`src/rtl/note_poly.sv`:
```
// note_poly: polyphonic note allocator sitting between the MIDI decoder and a
// bank of VOICES voice/envelope pairs.
//   clk, rst          : system clock, synchronous active-high reset
//   note_on, note_off : message-present levels; only rising edges are events
//   note, vel         : note number and velocity (note-on with vel==0 is an off)
//   out_note          : per-voice note, voice i in bits [7*i+6:7*i]
//   out_gate          : per-voice gate
//   out_retrig        : one-cycle pulse when a voice is (re)assigned
//   active_cnt        : registered popcount of out_gate (one cycle behind)
// Free voices are used first; when all are busy the oldest is stolen with a
// one-cycle gate gap so its envelope retriggers cleanly.
module note_poly #(
  parameter int VOICES = 4,
  parameter int AGE_W  = 8
) (
  input  logic                  clk,
  input  logic                  rst,
  input  logic                  note_on,
  input  logic                  note_off,
  input  logic [6:0]            note,
  input  logic [6:0]            vel,
  output logic [7*VOICES-1:0]   out_note,
  output logic [VOICES-1:0]     out_gate,
  output logic [VOICES-1:0]     out_retrig,
  output logic [3:0]            active_cnt
);
  localparam int IDX_W = $clog2(VOICES);

  typedef enum logic {IDLE, STEAL_GAP} state_t;

  state_t               state_q, state_d;
  logic                 on_q, off_q;
  logic                 pend_on_q, pend_on_d, pend_off_q, pend_off_d;
  logic [6:0]           pend_note_q, pend_note_d;
  logic [6:0]           note_q [VOICES];
  logic [6:0]           note_d [VOICES];
  logic [AGE_W-1:0]     age_q  [VOICES];
  logic [AGE_W-1:0]     age_d  [VOICES];
  logic [VOICES-1:0]    gate_q, gate_d, retrig_q, retrig_d;
  logic [IDX_W-1:0]     victim_q, victim_d;
  logic [3:0]           cnt_q, cnt_d;

  logic                 on_edge, off_edge, cur_on, cur_off, use_pend;
  logic                 ev_on, ev_off;
  logic [6:0]           ev_note;
  logic                 found_hit, found_free;
  logic [IDX_W-1:0]     hit_idx, free_idx, old_idx, tgt_idx;

  always_comb begin
    on_edge  = note_on & ~on_q;
    off_edge = note_off & ~off_q;
    // Velocity is folded into the event type here, so the pending slot only
    // needs to carry the note number.
    cur_on   = on_edge & (vel != 7'd0);
    cur_off  = off_edge | (on_edge & (vel == 7'd0));
    use_pend = pend_on_q | pend_off_q;

    state_d     = state_q;
    gate_d      = gate_q;
    retrig_d    = '0;
    victim_d    = victim_q;
    note_d      = note_q;
    age_d       = age_q;
    found_hit   = 1'b0;
    found_free  = 1'b0;
    hit_idx     = '0;
    free_idx    = '0;
    old_idx     = '0;
    tgt_idx     = '0;

    // A pending event is always consumed before fresh edges; fresh edges that
    // arrive meanwhile (or during the steal gap) take the single pending slot.
    ev_on   = 1'b0;
    ev_off  = 1'b0;
    ev_note = note;
    if (state_q == IDLE) begin
      if (use_pend) begin
        ev_on   = pend_on_q;
        ev_off  = pend_off_q;
        ev_note = pend_note_q;
      end else begin
        ev_on   = cur_on;
        ev_off  = cur_off;
      end
    end

    pend_on_d   = 1'b0;
    pend_off_d  = 1'b0;
    pend_note_d = pend_note_q;
    if (state_q == STEAL_GAP || use_pend) begin
      if (cur_on || cur_off) begin
        pend_on_d   = cur_on;
        pend_off_d  = cur_off;
        pend_note_d = note;
      end else if (state_q == STEAL_GAP) begin
        pend_on_d  = pend_on_q;
        pend_off_d = pend_off_q;
      end
    end

    if (state_q == STEAL_GAP) begin
      gate_d[victim_q]   = 1'b1;
      retrig_d[victim_q] = 1'b1;
      state_d            = IDLE;
    end else begin
      // Off first, so a same-cycle on-event sees the freed voice.
      if (ev_off) begin
        for (int i = 0; i < VOICES; i++) begin
          if (gate_q[i] && note_q[i] == ev_note) gate_d[i] = 1'b0;
        end
      end
      if (ev_on) begin
        for (int i = VOICES - 1; i >= 0; i--) begin
          if (gate_d[i] && note_q[i] == ev_note) begin
            found_hit = 1'b1;
            hit_idx   = IDX_W'(i);
          end
          if (!gate_d[i]) begin
            found_free = 1'b1;
            free_idx   = IDX_W'(i);
          end
        end
        // Strict compare keeps the lowest index on equal ages.
        for (int i = 1; i < VOICES; i++) begin
          if (age_q[i] > age_q[old_idx]) old_idx = IDX_W'(i);
        end
        tgt_idx = found_hit ? hit_idx : (found_free ? free_idx : old_idx);
        for (int i = 0; i < VOICES; i++) begin
          if (IDX_W'(i) == tgt_idx) age_d[i] = '0;
          else if (age_q[i] != {AGE_W{1'b1}}) age_d[i] = age_q[i] + AGE_W'(1);
        end
        note_d[tgt_idx] = ev_note;
        if (found_hit || found_free) begin
          gate_d[tgt_idx]   = 1'b1;
          retrig_d[tgt_idx] = 1'b1;
        end else begin
          gate_d[tgt_idx] = 1'b0;
          victim_d        = tgt_idx;
          state_d         = STEAL_GAP;
        end
      end
    end

    cnt_d = '0;
    for (int i = 0; i < VOICES; i++) cnt_d = cnt_d + 4'(gate_q[i]);
  end

  always_ff @(posedge clk) begin
    if (rst) begin
      state_q     <= IDLE;
      on_q        <= 1'b0;
      off_q       <= 1'b0;
      pend_on_q   <= 1'b0;
      pend_off_q  <= 1'b0;
      pend_note_q <= '0;
      gate_q      <= '0;
      retrig_q    <= '0;
      victim_q    <= '0;
      cnt_q       <= '0;
      for (int i = 0; i < VOICES; i++) begin
        note_q[i] <= '0;
        age_q[i]  <= '0;
      end
    end else begin
      state_q     <= state_d;
      on_q        <= note_on;
      off_q       <= note_off;
      pend_on_q   <= pend_on_d;
      pend_off_q  <= pend_off_d;
      pend_note_q <= pend_note_d;
      gate_q      <= gate_d;
      retrig_q    <= retrig_d;
      victim_q    <= victim_d;
      cnt_q       <= cnt_d;
      note_q      <= note_d;
      age_q       <= age_d;
    end
  end

  for (genvar gi = 0; gi < VOICES; gi++) begin : g_note_out
    assign out_note[7*gi +: 7] = note_q[gi];
  end
  assign out_gate   = gate_q;
  assign out_retrig = retrig_q;
  assign active_cnt = cnt_q;
endmodule

```
`config.mk`:
```
export PLATFORM = sky130hd
export DESIGN_NAME = note_poly
export DESIGN_NICKNAME = d
export VERILOG_FILES = /design/src/rtl/note_poly.sv
export SDC_FILE = /design/constraint.sdc
export NUM_CORES = 1
export LEC_CHECK = 0
export CAP_MARGIN = 10
export CORE_AREA = 4 4 143 104
export CTS_CLUSTER_DIAMETER = 100
export DETAILED_ROUTE_END_ITERATION = 6
export DIE_AREA = 0 0 147 108
export PLACE_DENSITY_LB_ADDON = 0.25
export RECOVER_POWER = 25
export SYNTH_ARGS = -nofsm -noshare
export SYNTH_HDL_FRONTEND = slang
export SYNTH_SLANG_ARGS = --single-unit
export TNS_END_PERCENT = 20
```
`constraint.sdc`:
```
create_clock -name clk -period 5.1 [get_ports clk]
set_input_delay 0.51 -clock clk [delete_from_list [all_inputs] [get_ports clk]]
set_output_delay 0.51 -clock clk [all_outputs]
set_load 0.02 [all_outputs]
```
==> summary.md, run 1 <==
| Metric | Value |
|---|---|
| Crit path max fanout | 8 |
| Clock transition at the registers of the reported paths | 0.07 ns |
| Comb power frac | 23.0% |
| Fin util | 55.10% |
| Met2 Use GR | 32.01% |
| First-pass GRT wire length | 27990 um |
| Worst R2R Start | age_q[25]$_SDFFE_PP0P_ |
| Number of hold violations in the final report | 0 |
| Drt pass-1 iters | 6 |
| Setup ws final | -0.4105 ns |
| Layout area overhead | 40.13% |
| Sw Ratio | 28.31% |
| Max Cap Viol | 0 |
| Reg area | 1708 um2 |
| Post-route minimum period | 5.511 ns |
| Clock Root Buffer | clkbuf_16 |
| Pre-CTS setup slack | -0.5126 ns |
| # DRC | 0 |
| CTS tree | built |
| PwrDens | 255.4 nW/um2 |
| Yosys warnings | 0 |
| Class of the worst hold path | reg2reg |
| Clk pwr share | 40.0% |
| CP arrival | 5.77 ns |
| GRT Util Overall | 21.91% |
| Mapped Area | 5331 um2 |
| Synthesized area per cell | 8.115 um2 |
| Post-synthesis cell type count | 72 |
| Fillers | 1191 |
| EDFF count, synth | 0 |
| Post-Synth Simple-Gate Area | 24.95% |
| Die Area | 15880 um2 |
| CP peak stage delay | 0.42 ns |
| Startpoint types | flop |
| Final setup violation count | 70 |
| Largest family of logic cells by synthesized area | simple AND/OR/NAND/NOR gates |
| Antenna cells | 0 |
| P_int | 1.368 mW |
| Final Net Count | 833 |
| Max clock buf depth | 2 |
| Initial antenna violation count | 0 |
| CP max-delay cell | o31a_4 |
| Worst R2R End | out_note[3]$_SDFFE_PP0P_ |
| Status | finished with violations |
| Drt via density | 5.620 |
| Mux cell area share after synthesis | 5.421% |
| Ports | 58 |
| Synth Register Bits | 85 |
| Fin. max-slew vios | 0 |
| Sw Pwr | 0.5402 mW |
| Initial core utilization | 39.32% |
| Critical path class | reg2reg |
| Reg power frac | 36.9% |
| Core box area | 13560 um2 |
| Post-Syn Instances | 657 |
| M3 GR Usage | 4.860% |
| Seq/Total Area, Yosys | 31.92% |
| Compound-Gate Fraction of Synth Area | 19.76% |
| Iteration-0 DRC Markers | 565 |
| Critical Path RT | 5.35 ns |
| Port bufs | 56 |
| Post-CTS Hold Fix Bufs | 0 |
| Setup total negative slack | -20.58 ns |
| H-tree depth | 3 |
| Most frequent cells in the layout | dfxtp_1 (80), nor2_1 (77), buf_4 (62) |
| Clk sinks | 85 |
| Final ANT Viol Nets | 0 |
| Final period utilization | 108.0% |
| Detailed Route WL | 17690 um |
| Crit. Startpoint | age_q[25]$_SDFFE_PP0P_ |
| Fmax | 0.1815 GHz |
| CP Capture Point | out_note[3]$_SDFFE_PP0P_ |
| Synthesized Nets | 706 |
| Final std cells w/o fill | 979 |
| Wire length per cell | 18.07 um |
| Vias in the first global route | 5280 |
| Vias | 5502 |
| GR Overflow Total | 0 |
| CP Capture Type | flop |
| Multi-input gate area | 3765 um2 |
| Worst slew pin tran | 0.7703 ns |
| Share of cells above drive strength 1 | 23.70% |
| Placer Congestion | 0.9583 |
| Commonest non-fill, non-tap cell in the layout | dfxtp_1 |
| Leak | 2.936 nW |
| Standard-cell rows | 36 |
| Worst vdd ir | 0.1661 mV |
| Synth Flop Type | dfxtp_1 |
| Clock latency on the worst-skew pair | 0.35 ns |
| Setup Skew | 0.01006 ns |
| Dpl cells | 939 |
| Largest net degree at the start of global routing | 68 |
| Die height | 108 um |
| RSZ-0062 raised after global routing | true |
| Failing checks | negative setup slack |
| FF-to-FF setup slack | -0.41 ns |
| Ys async rst share | 0% |
| Detailed Place HPWL | 12610 um |
| Die X | 147 um |
| Busiest grt layer | met1 |
| Number of buffers created by CTS | 9 |
| M1 GR Usage | 32.28% |
| XOR/XNOR share of the synthesized area | 5.421% |
| Adder-cell share of the synthesized area | 7.416% |
| Rel. slew slack | 48.65% |
| R2R cell count | 28 |
[synth_stat cells (3+ instances only)]
cell,n,share of area (%)
o21ai_0,25,2.3
nand4_1,16,1.9
nor3_1,25,2.3
a211oi_1,19,2.7
o211ai_1,5,0.70
a2111oi_0,4,0.66
and3_1,9,1.1
buf_4,3,0.42
or2_2,7,0.82
nand3b_1,3,0.42
nand2_1,51,3.6
clkbuf_1,13,0.92
o22ai_1,8,0.94
xnor2_1,11,1.8
mux2_2,5,1.1
nor4_1,7,0.82
a31oi_1,7,0.82
nand3_1,10,0.94
and2_1,5,0.59
nand2b_1,7,0.82
mux2i_1,21,3.9
o221ai_1,3,0.49
inv_1,35,2.5
o31ai_1,3,0.42
nor2b_1,23,2.7
a21oi_1,40,3.8
o21a_1,5,0.70
xor2_1,22,3.6
nor2_1,89,6.3
a211o_1,3,0.49
dfxtp_1,85,32
ha_1,30,7.0
buf_6,5,1.1
a22o_1,3,0.49
[timing repair]
item                                    4_1_cts  5_1_grt
pin swaps                                    30       22
gates resized for setup                      52       43
hold endpoints to repair                      0        0
gates cloned                                  2        0
endpoints found under the setup margin       70       70
setup buffers                                15        7
[power groups by stage]
stage	Sequential, mW	Combinational, mW	Clock [mW]
2_1_floorplan	0.725	0.203	0
3_3_place_gp	0.718	0.321	0
3_5_place_dp	0.718	0.334	0
4_1_cts	0.703	0.395	0.776
5_1_grt	0.707	0.473	0.801
6_report	0.705	0.439	0.764
[per-layer routing]
layer / vias to the layer above / part of all wire, %
met2: 214 / 42
met3: 23 / 7.6
met5: - / 0
li1: 2619 / -
met4: 0 / 1.4
met1: 2646 / 49
[stage by stage]
step	total power, mW	instance area, um2	hold WS [ns]
finish	1.908	7471	0.4907
global route	1.981	7471	0.5138
CTS	1.875	7221	0.4923
detailed placement	1.052	6514	0.4875
global placement	1.039	6514	0.4671
floorplan	0.9282	5410	0.4562
[cell type report]
type,count,area share (%)
tap,190,3.182
multi-input combinational,515,50.39
clock buffer,10,3.065
sequential,85,22.86
inverter,35,1.758
clock inverter,6,1.491
timing repair buffer,138,17.25
[worst max-delay path, delay by kind of cell, from the launching register on]
family                   cells  cell delay, ns
AO/OA/AOI/OAI               15            3.09
adder cells (fa/ha/maj)      3            0.84
buffers and inverters        4            0.46
flip-flops                   1            0.33
AND/OR/NAND/NOR              6            0.69
[sequential cells by signal (all words and copies together), names as in the netlist]
signal	count
pend_note_q	7
on_q	1
pend_on_q	1
out_retrig	4
off_q	1
pend_off_q	1
active_cnt	3
out_gate	4
age_q	32
victim_q	2
state_q	1
out_note	28
[kinds of logic (layout without fill, tap and decap cells)]
family / after synthesis / count (layout)
buffers and inverters: 58 / 189
and+or+nand+nor: 267 / 267
DFF: 85 / 85
xor gates and xnor gates: 33 / 33
AOI/OAI and AO/OA: 155 / 156
muxes: 27 / 27
other: 1 / 1
adders and majority gates: 31 / 31
[worst min-delay path by stage]
stage,start,to,slack [ns],cells past startpoint
floorplan,age_q[29]$_SDFFE_PP0P_,age_q[29]$_SDFFE_PP0P_,0.46,2
global placement,age_q[29]$_SDFFE_PP0P_,age_q[29]$_SDFFE_PP0P_,0.47,2
detailed placement,age_q[29]$_SDFFE_PP0P_,age_q[29]$_SDFFE_PP0P_,0.49,2
CTS,age_q[29]$_SDFFE_PP0P_,age_q[29]$_SDFFE_PP0P_,0.49,2
global route,age_q[29]$_SDFFE_PP0P_,age_q[29]$_SDFFE_PP0P_,0.51,2
finish,age_q[29]$_SDFFE_PP0P_,age_q[29]$_SDFFE_PP0P_,0.49,2
Note: power is estimated with default switching activity, not from simulation.
==> run 2, diff against run 1 <==
--- a/config.mk
+++ b/config.mk
@@ -12,6 +12,7 @@
 export DIE_AREA = 0 0 147 108
 export PLACE_DENSITY_LB_ADDON = 0.25
 export RECOVER_POWER = 25
+export SETUP_SLACK_MARGIN = 0.15
 export SYNTH_ARGS = -nofsm -noshare
 export SYNTH_HDL_FRONTEND = slang
 export SYNTH_SLANG_ARGS = --single-unit
==> summary.md, run 2 (synthesis results as in run 1) <==
| Metric | Value |
|---|---|
| Status | finished with violations |
| Failing checks | negative setup slack |
| Final period utilization | 105.8% (-2.3 points) |
| Hold path startpoint | age_q[29]$_SDFFE_PP0P_ |
| Placer Congestion | 0.9147 (-4.5%) |
| Crit path max fanout | 7 (-1) |
| Reg power frac | 40.0% (+3.1 points) |
| Largest net degree at the start of global routing | 68 (unchanged) |
| Standard-cell rows | 36 (unchanged) |
| Vias | 5360 (-2.6%) |
| Startpoint types | flop |
| Die Area | 15880 um2 (unchanged) |
| Fin. max-slew vios | 0 (unchanged) |
| Most used cell, CP | ha_4 |
| Fmax | 0.1854 GHz (+2.1%) |
| Ports | 58 (unchanged) |
| Detailed Route WL | 17080 um (-3.5%) |
| Worst hold margin | 0.4916 ns (+0.0008560 ns) |
| Clk sinks | 85 (unchanged) |
| Vias in the first global route | 5107 (-3.3%) |
| Leak | 2.885 nW (-1.7%) |
| Critical path class | reg2reg |
| Setup Skew | 0.01012 ns (+0.00005690 ns) |
| # DRC | 0 (unchanged) |
| Post-CTS Hold Fix Bufs | 0 (unchanged) |
| CP peak stage delay | 0.35 ns (-0.07 ns) |
| First-pass GRT wire length | 26920 um (-3.8%) |
| Setup ws final | -0.2948 ns (+0.1157 ns) |
| Initial core utilization | 39.32% (unchanged) |
| Buffers & Inverters on Critical Path | 4 (unchanged) |
| Final Net Count | 822 (-1.3%) |
| Fillers | 1232 (+3.4%) |
| Commonest non-fill, non-tap cell in the layout | nor2_1 |
| Core box area | 13560 um2 (unchanged) |
| GRT Util Overall | 21.19% (-0.72 points) |
| Final ANT Viol Nets | 0 (unchanged) |
| Number of hold violations in the final report | 0 (unchanged) |
| CP arrival | 5.64 ns (-0.13 ns) |
| Port bufs | 56 (unchanged) |
| P_int | 1.249 mW (-8.7%) |
| Total power | 1.760 mW (-7.8%) |
| Sw Pwr | 0.5106 mW (-5.5%) |
| Drt pass-1 iters | 5 (-1) |
| RSZ-0062 raised after global routing | true |
| Worst R2R End | out_note[3]$_SDFFE_PP0P_ |
| Rel. slew slack | 47.21% (-1.4 points) |
| CP top delay family | compound AO/OA/AOI/OAI gates |
| Layout area overhead | 36.05% |
| Initial antenna violation count | 0 (unchanged) |
| Worst R2R Start | age_q[25]$_SDFFE_PP0P_ |
| Iteration-0 DRC Markers | 444 (-21%) |
| Max Cap Viol | 0 (unchanged) |
| FF-to-FF setup slack | -0.29 ns (+0.12 ns) |
| Number of buffers created by CTS | 9 (unchanged) |
| Clock latency on the worst-skew pair | 0.35 ns (about the same) |
| Share of cells above drive strength 1 | 23.29% (-0.41 points) |
| Post-route minimum period | 5.395 ns (-0.1157 ns) |
| Max clock buf depth | 2 (unchanged) |
| Class of the worst hold path | reg2reg |
| Fin util | 53.50% (-1.6 points) |
| Critical Path RT | 5.35 ns (about the same) |
| Clock Root Buffer | clkbuf_16 |
| Final setup violation count | 54 (-23%) |
| Die height | 108 um (unchanged) |
| CP max-delay cell | o31a_1 |
| GR Overflow Total | 0 (unchanged) |
| Clock transition at the registers of the reported paths | 0.06 ns (about the same) |
| Worst slew pin tran | 0.7919 ns (+0.02159 ns) |
| CTS tree | built |
| Antenna cells | 0 (unchanged) |
| Die X | 147 um (unchanged) |
| Most frequent cells in the layout | nor2_1 (81), dfxtp_1 (79), buf_4 (55) |
| H-tree depth | 3 (unchanged) |
| R2R cell count | 27 (-3.6%) |
| CP Capture Type | flop |
| PwrDens | 242.6 nW/um2 (-5.0%) |
| Max reg flops | 32 (unchanged) |
| Biggest register | age_q |
| Worst Hold End | age_q[29]$_SDFFE_PP0P_ |
| Sw Ratio | 29.01% (+0.70 points) |
| Worst vdd ir | 0.1891 mV (+14%) |
| Detailed Place HPWL | 12670 um (+0.52%) |
| Wire length per cell | 17.66 um (-2.3%) |
| Comb power frac | 23.3% (+0.3 points) |
| Worst Hold Depth | 2 (unchanged) |
| Clk pwr share | 36.7% (-3.3 points) |
| Drt via density | 5.543 (-1.4%) |
-- run 2: stage by stage --
step           setup TNS (ns)  setup slack (ns)  std cells  instance area (um2)
2_1_floorplan       -0.009619         -0.009619        657                 5448
3_3_place_gp          -0.4418          -0.09945        938                 6546
3_5_place_dp           -9.458           -0.3317        938                 6546
4_1_cts                -2.395           -0.1665        958                 6925
5_1_grt                -22.43           -0.4901        967                 7253
6_report               -7.112           -0.2948        967                 7253
-- run 2: timing repair --
item / 4_1_cts / 5_1_grt
setup endpoints to repair: 68 / 70
endpoints found under the hold margin: 0 / 0
pin swaps: 13 / 41
gates resized for setup: 20 / 64
gates cloned: 0 / 1
setup buffers: 5 / 8
-- run 2: cell type report --
class	instances	area [um2]	area share [%]
Clock buffer	10	229.0	3.157
Clock inverter	5	52.55	0.7245
Inverter	35	131.4	1.811
Multi-Input combinational cell	514	3714	51.20
Sequential cell	85	1709	23.56
Tap cell	190	237.7	3.278
Timing Repair Buffer	128	1180	16.27
-- run 2: tightest hold or removal path, cell delays in order (launching register included) --
cell and delay (ns):
dfxtp_2 0.33, o31ai_1 0.08, a21oi_2 0.05
-- run 2: layer usage --
| layer | wire length (um) | global-route usage (%) | part of all wire [%] |
|---|---|---|---|
| met1 | 8389 | 30.81 | 49 |
| met2 | 7183 | 31.15 | 42 |
| met3 | 1330 | 5.698 | 7.8 |
| met4 | 172 | 5.319 | 1.0 |
| met5 | 0 | 0 | 0 |
-- run 2: worst max-delay path by stage --
stage | cells past startpoint | slack (ns) | to | from
final | 27 | -0.29 | out_note[3]$_SDFFE_PP0P_ | age_q[25]$_SDFFE_PP0P_
after global routing | 25 | -0.49 | age_q[29]$_SDFFE_PP0P_ | age_q[25]$_SDFFE_PP0P_
after CTS | 26 | -0.17 | age_q[29]$_SDFFE_PP0P_ | age_q[25]$_SDFFE_PP0P_
after detailed placement | 26 | -0.33 | out_note[21]$_SDFFE_PP0P_ | age_q[29]$_SDFFE_PP0P_
after global placement | 25 | -0.1 | out_note[21]$_SDFFE_PP0P_ | age_q[29]$_SDFFE_PP0P_
after floorplan | 26 | -0.01 | out_gate[3]$_SDFF_PP0_ | age_q[25]$_SDFFE_PP0P_
-- run 2: power groups by stage --
stage | Combinational, mW | Sequential (mW) | Clock, mW
final | 0.410 | 0.704 | 0.646
after global routing | 0.444 | 0.705 | 0.688
after CTS | 0.362 | 0.703 | 0.662
after detailed placement | 0.344 | 0.717 | 0
after global placement | 0.334 | 0.717 | 0
after floorplan | 0.206 | 0.725 | 0
==> run 3, diff against run 2 <==
--- a/config.mk
+++ b/config.mk
@@ -16,4 +16,4 @@
 export SYNTH_ARGS = -nofsm -noshare
 export SYNTH_HDL_FRONTEND = slang
 export SYNTH_SLANG_ARGS = --single-unit
-export TNS_END_PERCENT = 20
+export TNS_END_PERCENT = 10
==> summary.md, run 3 (synthesis results as in run 1) <==
| Metric | Value |
|---|---|
| Total power | 1.892 mW (+7.5%) |
| Rel. slew slack | 43.07% (-4.1 points) |
| Detailed Place HPWL | 12650 um (-0.20%) |
| CTS tree | built |
| Most frequent cells in the layout | dfxtp_1 (80), nor2_1 (74), buf_4 (62) |
| Leak | 2.875 nW (-0.34%) |
| Fin. max-slew vios | 0 (unchanged) |
| Drt via density | 5.572 (+0.52%) |
| Max clock buf depth | 2 (unchanged) |
| Die X | 147 um (unchanged) |
| Pre-CTS setup slack | -0.4565 ns (-0.1248 ns) |
| Final setup violation count | 67 (+24%) |
| Worst vdd ir | 0.1708 mV (-9.7%) |
| Class of the worst hold path | reg2reg |
| Clk pwr share | 40.9% (+4.2 points) |
| Drt pass-1 iters | 5 (unchanged) |
| Detailed Route WL | 17240 um (+0.99%) |
| Setup Skew | 0.006382 ns (-0.003740 ns) |
| Port bufs | 56 (unchanged) |
| Commonest non-fill, non-tap cell in the layout | dfxtp_1 |
| Clock latency on the worst-skew pair | 0.34 ns (about the same) |
| Antenna cells | 0 (unchanged) |
| Fmax | 0.1857 GHz (+0.20%) |
| Layout area overhead | 36.99% |
| Max reg flops | 32 (unchanged) |
| Critical path class | reg2reg |
| Placer Congestion | 0.9370 (+2.4%) |
| Post-CTS Hold Fix Bufs | 0 (unchanged) |
| Ports | 58 (unchanged) |
| Initial antenna violation count | 0 (unchanged) |
| Core box area | 13560 um2 (unchanged) |
| GRT Util Overall | 21.44% (+0.25 points) |
| Share of cells above drive strength 1 | 23.11% (-0.19 points) |
| Post-route minimum period | 5.384 ns (-0.01058 ns) |
| Fillers | 1222 (-0.81%) |
| Multi-input gate area | 3721 um2 (+0.20%) |
| Standard-cell rows | 36 (unchanged) |
| First-pass GRT wire length | 27260 um (+1.3%) |
| Number of hold violations in the final report | 0 (unchanged) |
| Final Net Count | 823 (+0.12%) |
| Die Area | 15880 um2 (unchanged) |
| Status | finished with violations |
| Final ANT Viol Nets | 0 (unchanged) |
| GR Overflow Total | 0 (unchanged) |
| Largest net degree at the start of global routing | 68 (unchanged) |
| Comb power frac | 21.9% (-1.4 points) |
| H-tree depth | 3 (unchanged) |
| Die height | 108 um (unchanged) |
| CP Capture Type | flop |
| Reg power frac | 37.2% (-2.8 points) |
| CP arrival | 5.64 ns (about the same) |
| Sw Ratio | 27.89% (-1.1 points) |
| PwrDens | 259.0 nW/um2 (+6.8%) |
| Setup ws final | -0.2842 ns (+0.01058 ns) |
| Biggest register | age_q |
| Clock Root Buffer | clkbuf_16 |
| # DRC | 0 (unchanged) |
| P_int | 1.364 mW (+9.2%) |
| Iteration-0 DRC Markers | 451 (+1.6%) |
| Sw Pwr | 0.5276 mW (+3.3%) |
| Reg area | 1708 um2 (about the same) |
| Critical Path RT | 5.36 ns (about the same) |
| Fin util | 53.87% (+0.37 points) |
| Failing checks | negative setup slack |
| Clk sinks | 85 (unchanged) |
| RSZ-0062 raised after global routing | true |
| Clock transition at the registers of the reported paths | 0.06 ns (about the same) |
| Vias | 5399 (+0.73%) |
| Initial core utilization | 39.32% (unchanged) |
| Worst slew pin tran | 0.8302 ns (+0.03834 ns) |
| Max Cap Viol | 0 (unchanged) |
| Vias in the first global route | 5142 (+0.69%) |
| Final period utilization | 105.6% (-0.21 points) |
| Startpoint types | flop |
| Number of buffers created by CTS | 9 (unchanged) |
| Wire length per cell | 17.80 um (+0.78%) |
| Crit path max fanout | 7 (unchanged) |
## run 3: layer usage
metal	vias to the layer above	GRT usage (%)	wire, um
met5	-	0	0
met4	0	4.122	181
met3	15	5.279	1211
met2	153	31.65	7384
met1	2633	31.88	8468
li1	2598	-	-
## run 3: metrics by stage
| stage | cell area [um2] | instances | TNS (ns) | hold slack, ns |
|---|---|---|---|---|
| 3_3_place_gp | 6515 | 938 | -5.338 | 0.4673 |
| 2_1_floorplan | 5425 | 657 | -0.009619 | 0.4562 |
| 4_1_cts | 7043 | 961 | -3.744 | 0.4984 |
| 3_5_place_dp | 6515 | 938 | -20.38 | 0.4896 |
| 5_1_grt | 7303 | 969 | -35.22 | 0.5370 |
| 6_report | 7303 | 969 | -11.39 | 0.5032 |
## run 3: power by group through the flow
stage / combinational (mW) / clock, mW / sequential [mW]
after floorplan: 0.203 / 0 / 0.725
after global placement: 0.322 / 0 / 0.718
after detailed placement: 0.331 / 0 / 0.718
after CTS: 0.366 / 0.788 / 0.703
after global routing: 0.450 / 0.813 / 0.706
final: 0.414 / 0.774 / 0.704
## run 3: worst paths after layout
check | startpoint | end | slack, ns | cells past startpoint
setup / recovery | age_q[25]$_SDFFE_PP0P_ | out_note[1]$_SDFFE_PP0P_ | -0.28 | 26
hold / removal | age_q[29]$_SDFFE_PP0P_ | age_q[29]$_SDFFE_PP0P_ | 0.50 | 2
setup reg to reg | age_q[25]$_SDFFE_PP0P_ | out_note[1]$_SDFFE_PP0P_ | -0.28 | 26
hold reg to reg | age_q[29]$_SDFFE_PP0P_ | age_q[29]$_SDFFE_PP0P_ | 0.50 | 2
## run 3: worst max-delay path: stages (launching register included)
cell	delay, ns
dfxtp_2	0.33
inv_2	0.05
ha_4	0.26
nor2b_4	0.12
o211ai_1	0.11
a21oi_2	0.21
o31a_1	0.40
buf_4	0.18
nor2_1	0.04
a21oi_2	0.19
ha_4	0.25
a21oi_2	0.18
a21oi_4	0.09
o21ai_4	0.23
mux2_4	0.32
ha_1	0.27
nand4_1	0.16
o21ai_2	0.22
o311ai_4	0.13
a221o_1	0.32
a211oi_4	0.26
o21bai_2	0.13
o21a_1	0.24
nor2_4	0.18
buf_6	0.16
nor2_2	0.05
a211oi_2	0.21
## run 3: layout make-up
class                      count  area share, %
tap                          190          3.255
clock inverter                 5          1.473
clock buffer                  11          3.324
timing repair buffer         128          15.81
inverter                      35          1.799
sequential                    85          23.39
multi-input combinational    515          50.95
## run 3: repair_timing
| action | in CTS | in global routing |
|---|---|---|
| endpoints found under the setup margin | 70 | 70 |
| resized for setup | 36 | 47 |
| cloned | 1 | 0 |
| buffers inserted | 6 | 8 |
| pin swaps | 28 | 40 |
